$ cat config.mk
export PLATFORM = sky130hd
export DESIGN_NAME = config_spi_deser_flat
export DESIGN_NICKNAME = d
export VERILOG_FILES = /design/src/rtl/config_spi_deser_if.sv /design/src/rtl/config_spi_deser.sv /design/src/flat_wrapper.sv
export SDC_FILE = /design/constraint.sdc
export NUM_CORES = 1
export LEC_CHECK = 0
export CORE_UTILIZATION = 40
export CTS_CLUSTER_SIZE = 30
export DETAILED_ROUTE_END_ITERATION = 10
export GPL_TIMING_DRIVEN = 0
export PLACE_DENSITY = 0.68
export REMOVE_ABC_BUFFERS = 1
export SLEW_MARGIN = 20
export SYNTH_ARGS = -nofsm -noshare
export SYNTH_HDL_FRONTEND = slang
export SYNTH_SLANG_ARGS = --single-unit
export TNS_END_PERCENT = 20
$ cat constraint.sdc
create_clock -name clk -period 1.7 [get_ports clk]
set_input_delay 0.425 -clock clk [delete_from_list [all_inputs] [get_ports clk]]
set_output_delay 0.425 -clock clk [all_outputs]
set_load 0.05 [all_outputs]
$ cat src/rtl/config_spi_deser_if.sv
// Output handshake bundle between the SPI deserializer and the config register.
// The master drives the assembled frame and its valid flag; the slave returns ready.
interface config_spi_deser_if #(
  parameter int MSG_W = 13
);
  logic [MSG_W-1:0] send_msg;
  logic             send_val;
  logic             send_rdy;

  modport master (
    output send_msg,
    output send_val,
    input  send_rdy
  );

  modport slave (
    input  send_msg,
    input  send_val,
    output send_rdy
  );
endinterface

$ cat src/rtl/config_spi_deser.sv
// Config SPI deserializer: synchronizes a 3-wire serial link (cs_n, sclk, mosi),
// assembles MSB-first frames {addr, wr_en, payload} and presents them over a
// val/rdy handshake with sticky overflow and short-frame error flags.
module config_spi_deser #(
  parameter int addr_size    = 4,
  parameter int payload_size = 8
) (
  input  logic                clk,
  input  logic                reset,
  input  logic                cs_n,
  input  logic                sclk,
  input  logic                mosi,
  input  logic                err_clear,
  output logic                ovf_err,
  output logic                short_err,
  config_spi_deser_if.master  bus
);

  localparam int MSG_W = addr_size + payload_size + 1;
  localparam int CNT_W = $clog2(MSG_W + 1);
  localparam logic [CNT_W-1:0] LAST_CNT = CNT_W'(MSG_W - 1);
  localparam logic [CNT_W-1:0] FULL_CNT = CNT_W'(MSG_W);

  typedef enum logic [1:0] {
    ST_IDLE  = 2'd0,
    ST_SHIFT = 2'd1,
    ST_DRAIN = 2'd2
  } state_t;

  // Two-flop synchronizers plus one delay stage on sclk for edge detection
  logic cs_meta_r, cs_sync_r;
  logic sclk_meta_r, sclk_sync_r, sclk_dly_r;
  logic mosi_meta_r, mosi_sync_r;
  logic rise_s;

  state_t           state_r, state_nxt_s;
  logic [CNT_W-1:0] count_r, count_nxt_s;
  logic [MSG_W-1:0] shreg_r, shreg_nxt_s;
  logic [MSG_W-1:0] frame_s;
  logic [MSG_W-1:0] send_msg_r, msg_nxt_s;
  logic             send_val_r, val_nxt_s;
  logic             ovf_err_r, ovf_nxt_s, ovf_set_s;
  logic             short_err_r, short_nxt_s, short_set_s;

  // Bring the asynchronous serial pins into the clk domain
  always_ff @(posedge clk) begin
    if (reset) begin
      cs_meta_r   <= 1'b1;
      cs_sync_r   <= 1'b1;
      sclk_meta_r <= 1'b0;
      sclk_sync_r <= 1'b0;
      sclk_dly_r  <= 1'b0;
      mosi_meta_r <= 1'b0;
      mosi_sync_r <= 1'b0;
    end else begin
      cs_meta_r   <= cs_n;
      cs_sync_r   <= cs_meta_r;
      sclk_meta_r <= sclk;
      sclk_sync_r <= sclk_meta_r;
      sclk_dly_r  <= sclk_sync_r;
      mosi_meta_r <= mosi;
      mosi_sync_r <= mosi_meta_r;
    end
  end

  assign rise_s  = sclk_sync_r & ~sclk_dly_r;
  assign frame_s = {shreg_r[MSG_W-2:0], mosi_sync_r};

  // Frame FSM next-state, shift/count update, load/drop decision and error sets
  always_comb begin
    state_nxt_s = state_r;
    count_nxt_s = count_r;
    shreg_nxt_s = shreg_r;
    msg_nxt_s   = send_msg_r;
    // An accepted frame leaves send_val low unless a new frame reloads it below
    val_nxt_s   = send_val_r & ~bus.send_rdy;
    ovf_set_s   = 1'b0;
    short_set_s = 1'b0;
    case (state_r)
      ST_IDLE: begin
        if (!cs_sync_r) begin
          state_nxt_s = ST_SHIFT;
          count_nxt_s = '0;
          shreg_nxt_s = '0;
        end else begin
          state_nxt_s = ST_IDLE;
        end
      end
      ST_SHIFT: begin
        if (cs_sync_r) begin
          // Chip select released before a full frame: discard it
          short_set_s = 1'b1;
          state_nxt_s = ST_IDLE;
          count_nxt_s = '0;
          shreg_nxt_s = '0;
        end else if (rise_s) begin
          shreg_nxt_s = frame_s;
          if (count_r == LAST_CNT) begin
            count_nxt_s = FULL_CNT;
            state_nxt_s = ST_DRAIN;
            if (!send_val_r || bus.send_rdy) begin
              msg_nxt_s = frame_s;
              val_nxt_s = 1'b1;
            end else begin
              ovf_set_s = 1'b1;
            end
          end else begin
            count_nxt_s = count_r + CNT_W'(1);
          end
        end else begin
          state_nxt_s = ST_SHIFT;
        end
      end
      ST_DRAIN: begin
        // Surplus bits after a complete frame are silently ignored
        if (cs_sync_r) begin
          state_nxt_s = ST_IDLE;
          count_nxt_s = '0;
        end else begin
          state_nxt_s = ST_DRAIN;
        end
      end
      default: begin
        state_nxt_s = ST_IDLE;
        count_nxt_s = '0;
        shreg_nxt_s = '0;
      end
    endcase
    // A new error in the same cycle as err_clear takes priority
    ovf_nxt_s   = ovf_set_s   | (ovf_err_r   & ~err_clear);
    short_nxt_s = short_set_s | (short_err_r & ~err_clear);
  end

  // State, datapath and output registers
  always_ff @(posedge clk) begin
    if (reset) begin
      state_r     <= ST_IDLE;
      count_r     <= '0;
      shreg_r     <= '0;
      send_msg_r  <= '0;
      send_val_r  <= 1'b0;
      ovf_err_r   <= 1'b0;
      short_err_r <= 1'b0;
    end else begin
      state_r     <= state_nxt_s;
      count_r     <= count_nxt_s;
      shreg_r     <= shreg_nxt_s;
      send_msg_r  <= msg_nxt_s;
      send_val_r  <= val_nxt_s;
      ovf_err_r   <= ovf_nxt_s;
      short_err_r <= short_nxt_s;
    end
  end

  assign bus.send_msg = send_msg_r;
  assign bus.send_val = send_val_r;
  assign ovf_err      = ovf_err_r;
  assign short_err    = short_err_r;

endmodule

$ cat src/flat_wrapper.sv
// flat-port wrapper written by rule: the top's interface ports become plain ports
module config_spi_deser_flat 
#(
  parameter int addr_size    = 4,
  parameter int payload_size = 8
)
  (clk, reset, cs_n, sclk, mosi, err_clear, ovf_err, short_err, bus_send_msg, bus_send_val, bus_send_rdy);
  config_spi_deser_if #(.MSG_W((13))) bus_i ();
  input  logic clk;
  input  logic reset;
  input  logic cs_n;
  input  logic sclk;
  input  logic mosi;
  input  logic err_clear;
  output logic ovf_err;
  output logic short_err;
  output wire logic [$bits(bus_i.send_msg)-1:0] bus_send_msg;
  output wire logic [$bits(bus_i.send_val)-1:0] bus_send_val;
  input wire logic [$bits(bus_i.send_rdy)-1:0] bus_send_rdy;
  assign bus_send_msg = bus_i.send_msg;
  assign bus_send_val = bus_i.send_val;
  assign bus_i.send_rdy = bus_send_rdy;
  config_spi_deser #(.addr_size(addr_size), .payload_size(payload_size)) u_core (.clk(clk), .reset(reset), .cs_n(cs_n), .sclk(sclk), .mosi(mosi), .err_clear(err_clear), .ovf_err(ovf_err), .short_err(short_err), .bus(bus_i));
endmodule
==> impl_metrics.env, run 1 <==
export IMPL_status="finished, final reports clean"
export IMPL_final_layout_size_suffix_gt1_share_pct=24.04
export IMPL_ys_types=31
export IMPL_placed_cell_area_sq_um=1841
export IMPL_clk_pin_slew_ps=80
export IMPL_antenna_found_initial=0
export IMPL_end_kind="register"
export IMPL_fin_nets=191
export IMPL_crit_fanout=6
export IMPL_portBuffers=22
export IMPL_pre_cts_slack_ps=-730.0
export IMPL_finalWirelength_mm=2.911
export IMPL_fillers=346
export IMPL_fp_dieH_um=65.35
export IMPL_clockRootBuffer="clkbuf_8"
export IMPL_die_w_um=65.35
export IMPL_first_iter_violations=35
export IMPL_htreeDepth=2
export IMPL_fin_crit_sh_pct=94.77
export IMPL_grt_first_pass_wirelength_mm=4.899
export IMPL_rows=22
export IMPL_ir_worst_vdd_v=0.0006485
export IMPL_cts_buffer_depth=2
export IMPL_setup_viol=0
export IMPL_ff2ff_setup_slack_ps=90
export IMPL_min_path_cells=1
export IMPL_crit_reg2reg_launch="u_core.state_r[1]"
export IMPL_io_pin_count=23
export IMPL_synth_area_sq_um=1605
export IMPL_routed_via_density=5.074
export IMPL_yosys_top_cells_area="dfxtp_1 (51%), mux2i_1 (8.1%), nand2b_1 (5.5%)"
export IMPL_numCtsBuffers=5
export IMPL_dpl_hpwl_mm=1.867
export IMPL_setup_ws_ps=88.89
export IMPL_overflow=0
export IMPL_num_vias=1172
export IMPL_start_kind="input port"
export IMPL_final_area_sq_um=2053
export IMPL_core_area_sq_um=3744
export IMPL_area_delta_synth_final_pct=27.90
export IMPL_grt_pass1_vias=1108
export IMPL_rsz0062_at_grt="no"
export IMPL_firstDrtPassIters=4
export IMPL_path_class="input port to register"
export IMPL_syn_inst=155
export IMPL_drc_errors=0
export IMPL_netlist_area_leader_share_pct=51.13
export IMPL_slew_violations=0
export IMPL_yosysWarnings=0
export IMPL_ys_seq_area_share_pct=51.13
export IMPL_leakage_nw=0.7622
export IMPL_final_antenna_net_count=0
export IMPL_wl_per_cell_um=12.60
export IMPL_fmax_mhz=620.7
export IMPL_syn_mean_instance_area_sq_um=10.36
export IMPL_powerDensity_nw_per_um2=903.7
export IMPL_initial_core_util_pct=42.88
export IMPL_ys_ff_latch=41
export IMPL_antenna_cells=0
export IMPL_hold_buffers=0
export IMPL_gp_congestion=0.8180
export IMPL_finalHoldViolations=0
export IMPL_worstPathArrival_ps=1790
export IMPL_track_usage_pct=15.23
export IMPL_relSlewSlack_pct=64.92
export IMPL_grt_max_degree=28
export IMPL_post_route_min_period_ps=1611
export IMPL_dieArea_sq_um=4271
export IMPL_cts_tree="yes"
export IMPL_finalClockSkew_ps=7.144
export IMPL_tightest_slew_ps=523.2
export IMPL_reg2reg_depth=6
export IMPL_clock_latency_ps=300
export IMPL_worstHoldStart="u_core.cs_meta_r"
export IMPL_hold_end="u_core.cs_sync_r"
export IMPL_hp_class="register to register"
export IMPL_synth_largest_area_cell="dfxtp_1"
export IMPL_maxCapViolations=0
export IMPL_r2r_end="u_core.bus.send_msg[9]"
export IMPL_cp_required_ps=1880
export IMPL_cts_sinks=41
export IMPL_whs_ps=407.5
[synthesized netlist by cell type]
library cell   n
dfxtp_1       41
or3_2          1
inv_1          5
nand2b_1      14
xnor2_1        1
nor3_1         3
o22ai_1       10
a211o_1        1
clkbuf_1       5
ha_1           2
a21oi_1        5
nor2_1         6
nor2_2        10
nand3b_1       6
a211oi_1       1
or3b_2         2
mux2i_1       13
or2_2          3
buf_6          3
nor2b_1        5
nor4b_4        1
or2_1          1
o32ai_1        1
and3_1         2
nand2_1        2
nand3_1        2
buf_8          1
a21boi_0       1
o21ai_0        3
o311ai_0       1
o31ai_1        3
[state kept, by name, summed over array words and instances (netlist names), 2 cells and up]
register	cells
u_core.bus.send_msg	13
u_core.count_r	4
u_core.state_r	2
u_core.shreg_r	12
[critical path, cell delays in order]
cell and delay [ps]:
clkdlybuf4s50_1 440, nand2b_1 140, nor4b_4 220, buf_4 170, clkbuf_16 150, mux2i_1 210
nor2_2 40
[cells in the final DEF (no fill, tap or decap), drive strengths merged]
| cell type | count |
|---|---|
| nor2 | 16 |
| nor4b | 1 |
| nand3 | 2 |
| dfxtp | 41 |
| a21boi | 1 |
| nor3 | 3 |
| clkinvlp | 1 |
| or3 | 1 |
| xnor2 | 1 |
| or3b | 2 |
| clkbuf | 7 |
| inv | 5 |
| o31ai | 3 |
| a211oi | 1 |
| nand2 | 2 |
| buf | 7 |
| nand2b | 14 |
| o32ai | 1 |
| o311ai | 1 |
| dlygate4sd2 | 16 |
| nor2b | 5 |
| or2 | 4 |
| nand3b | 6 |
| and3 | 2 |
| o22ai | 10 |
| bufinv | 1 |
| mux2i | 13 |
| a21oi | 5 |
| ha | 2 |
| a211o | 1 |
| o21ai | 3 |
| clkdlybuf4s50 | 5 |
[routing by layer]
layer	track usage, %	vias to the layer above	wire, um
met5	0	-	0
met4	8.967	0	79
met3	3.993	7	125
met2	25.13	24	1409
met1	17.60	550	1296
li1	-	591	-
[cell families after synthesis]
logic type	synth area share, %
AOI/OAI and AO/OA	10.37
and+or+nand+nor	22.91
buffers and inverters	5.378
DFF	51.13
adders and majority gates	1.559
xor gates and xnor gates	0.5457
muxes	8.106
[report_power, final]
group          total, mW  internal (mW)  leakage [nW]  switching (mW)
registers          0.973          0.968         0.333         0.00494
logic             0.0674         0.0335         0.371          0.0339
clock network      0.815          0.477        0.0574           0.338
[per-stage QoR]
step	utilization [%]	setup TNS, ps	instances	power [mW]
2_1_floorplan	-	-2529	146	1.019
3_3_place_gp	48.56	-29220	216	1.054
3_5_place_dp	49.16	-9699	217	1.061
4_1_cts	54.31	-0.8129	228	1.863
5_1_grt	54.85	0	231	1.915
6_report	54.85	0	231	1.856
[cell type report]
class	count	area, sq um	share of cell area (%)
Clock buffer	6	82.58	4.022
Sequential cell	41	827.0	40.28
Multi-Input combinational cell	100	729.5	35.53
Clock inverter	2	37.54	1.828
Tap cell	48	60.06	2.925
Inverter	5	18.77	0.9141
Timing Repair Buffer	29	297.8	14.50
[worst max path at each step]
stage          cells after the start               from  slack [ps]                     end
2_1_floorplan                      6  u_core.count_r[0]        -200  u_core.bus.send_msg[0]
3_3_place_gp                       3              reset        -960          u_core.ovf_err
3_5_place_dp                       5       bus_send_rdy        -730  u_core.bus.send_msg[5]
4_1_cts                            7  u_core.count_r[1]        -0.8  u_core.bus.send_msg[1]
5_1_grt                            7       bus_send_rdy           3  u_core.bus.send_msg[4]
6_report                           7       bus_send_rdy          90  u_core.bus.send_msg[9]
[repair_timing]
action | 4_1_cts | 5_1_grt
setup buffers | 2 | 3
cloned | 1 | 0
pin swaps | 2 | 2
setup endpoints to repair | 39 | 13
gates resized for setup | 26 | 4
Note: power is estimated with default switching activity, not from simulation.
==> run 2, diff against run 1 <==
Settings changed: GPL_ROUTABILITY_DRIVEN from default to 1.
==> results of run 2 <==
No change in the layout: final DEF, timing and power equal those of run 1.
==> run 3, diff against run 2 <==
Settings changed: GPL_TIMING_DRIVEN 0 to default.
==> run 3 against run 2 <==
Highest routed layer unchanged. Cell area is 0.24% lower. Global-route usage decreased by 0.17 points. Hold slack better by 2.0 ps. Sequential share of layout area hardly changed. Largest cell class unchanged. First-iteration DRC count grew 26%.
==> impl_metrics.env, run 3 (synthesized netlist as in run 1, its figures left out) <==
export IMPL_status="finished, final reports clean"
export IMPL_pre_cts_slack_ps=-148.4
export IMPL_antenna_found_initial=0
export IMPL_finalWirelength_mm=3.014
export IMPL_fin_nets=198
export IMPL_htreeDepth=2
export IMPL_final_layout_size_suffix_gt1_share_pct=32.11
export IMPL_setup_ws_ps=64.35
export IMPL_gp_congestion=0.8341
export IMPL_clock_latency_ps=290
export IMPL_relSlewSlack_pct=73.72
export IMPL_track_usage_pct=15.06
export IMPL_mostFrequentLayoutCells="dfxtp_1 (39), buf_4 (28), nand2b_1 (14)"
export IMPL_clockRootBuffer="clkbuf_8"
export IMPL_cp_required_ps=1890
export IMPL_final_common_cell="dfxtp_1"
export IMPL_start_kind="register"
export IMPL_hp_class="register to register"
export IMPL_overflow=0
export IMPL_numCtsBuffers=5
export IMPL_dpl_hpwl_mm=2.029
export IMPL_setup_viol=0
export IMPL_utilization_pct=54.71
export IMPL_drc_errors=0
export IMPL_dr_wl_met2_mm=1.470
export IMPL_final_antenna_net_count=0
export IMPL_fin_crit_sh_pct=96.21
export IMPL_grt_first_pass_wirelength_mm=4.871
export IMPL_wl_per_cell_um=12.66
export IMPL_grt_pass1_vias=1159
export IMPL_met3WireLength_um=103
export IMPL_end_kind="register"
export IMPL_clk_pin_slew_ps=80
export IMPL_cts_sinks=41
export IMPL_finalHoldViolations=0
export IMPL_hold_buffers=0
export IMPL_area_delta_synth_final_pct=27.59
export IMPL_rows=22
export IMPL_routed_via_density=5.050
export IMPL_core_area_sq_um=3744
export IMPL_largest_reg_flops=13
export IMPL_final_cells=238
export IMPL_die_w_um=65.35
export IMPL_crit_slowest_cell="dfxtp_2"
export IMPL_powerDensity_nw_per_um2=812.8
export IMPL_grt_max_degree=21
export IMPL_antenna_cells=0
export IMPL_ir_worst_vdd_v=0.0005000
export IMPL_fp_dieH_um=65.35
export IMPL_num_vias=1202
export IMPL_initial_core_util_pct=42.88
export IMPL_ff2ff_setup_slack_ps=60
export IMPL_firstDrtPassIters=4
export IMPL_crit_chain="inv_1 > ha_4 > nand3_4 > nor4b_4 > buf_4 > clkbuf_16 > mux2i_1 > nor2_2"
export IMPL_crit_fanout=6
export IMPL_path_class="register to register"
export IMPL_slowest_delay_ps=340
export IMPL_worstPathArrival_ps=1830
export IMPL_maxCapViolations=0
export IMPL_tightest_slew_ps=392.7
export IMPL_placed_cell_area_sq_um=1881
export IMPL_m1WireLength_mm=1.410
export IMPL_first_iter_violations=44
export IMPL_fin_setup_tns_ps=0
export IMPL_routed_top_layer="met4"
export IMPL_portBuffers=22
export IMPL_finalClockSkew_ps=8.707
export IMPL_rsz0062_at_grt="yes"
export IMPL_dieArea_sq_um=4271
export IMPL_leakage_nw=0.7227
export IMPL_fmax_mhz=611.4
export IMPL_cts_buffer_depth=2
export IMPL_final_area_sq_um=2048
export IMPL_post_route_min_period_ps=1636
export IMPL_dp_cells=228
export IMPL_io_pin_count=23
export IMPL_slew_violations=0
export IMPL_cts_tree="yes"
==> run 3: cell type report <==
| cell class | instances | area, sq um |
|---|---|---|
| clock buffer | 6 | 72.57 |
| clock inverter | 2 | 15.01 |
| fill | 351 | 1695 |
| inverter | 5 | 18.77 |
| multi-input combinational | 100 | 740.7 |
| sequential | 41 | 825.8 |
| tap | 48 | 60.06 |
| timing repair buffer | 36 | 315.3 |
==> run 3: worst max-delay path, delay by kind of cell, from the launching register on <==
kind          cells  cell delay (ps)
fa+ha+maj         1              150
buf+inv           3              430
flops             1              340
mux               1              220
simple gates      3              400
==> run 3: report_power, final <==
group / internal (mW) / switching (mW)
Combinational: 0.0366 / 0.0376
Clock: 0.289 / 0.332
Sequential: 0.966 / 0.00291
==> run 3: metal layers <==
layer,global-route usage [%],vias to the layer above
li1,-,606
met1,17.53,574
met2,24.74,20
met3,5.729,2
met4,5.978,0
met5,0,-
==> run 3: what timing repair did <==
item | 4_1_cts | 5_1_grt
gates resized for setup | 0 | 11
setup buffers | 0 | 1
endpoints found under the setup margin | 0 | 15
==> run 3: worst paths after layout <==
| path | cells after the start | endpoint | startpoint |
|---|---|---|---|
| worst min-delay path | 1 | u_core.cs_sync_r | u_core.cs_meta_r |
| worst max register to register | 8 | u_core.bus.send_msg[11] | u_core.count_r[1] |
| worst max-delay path | 8 | u_core.bus.send_msg[11] | u_core.count_r[1] |
| worst min register to register | 1 | u_core.cs_sync_r | u_core.cs_meta_r |
==> run 3: per-stage QoR <==
stage	power [mW]	hold WS, ps
after floorplan	1.019	389.5
after global placement	1.065	398.9
after detailed placement	1.066	393.3
after CTS	1.676	410.9
after global routing	1.736	436.1
final	1.665	409.5
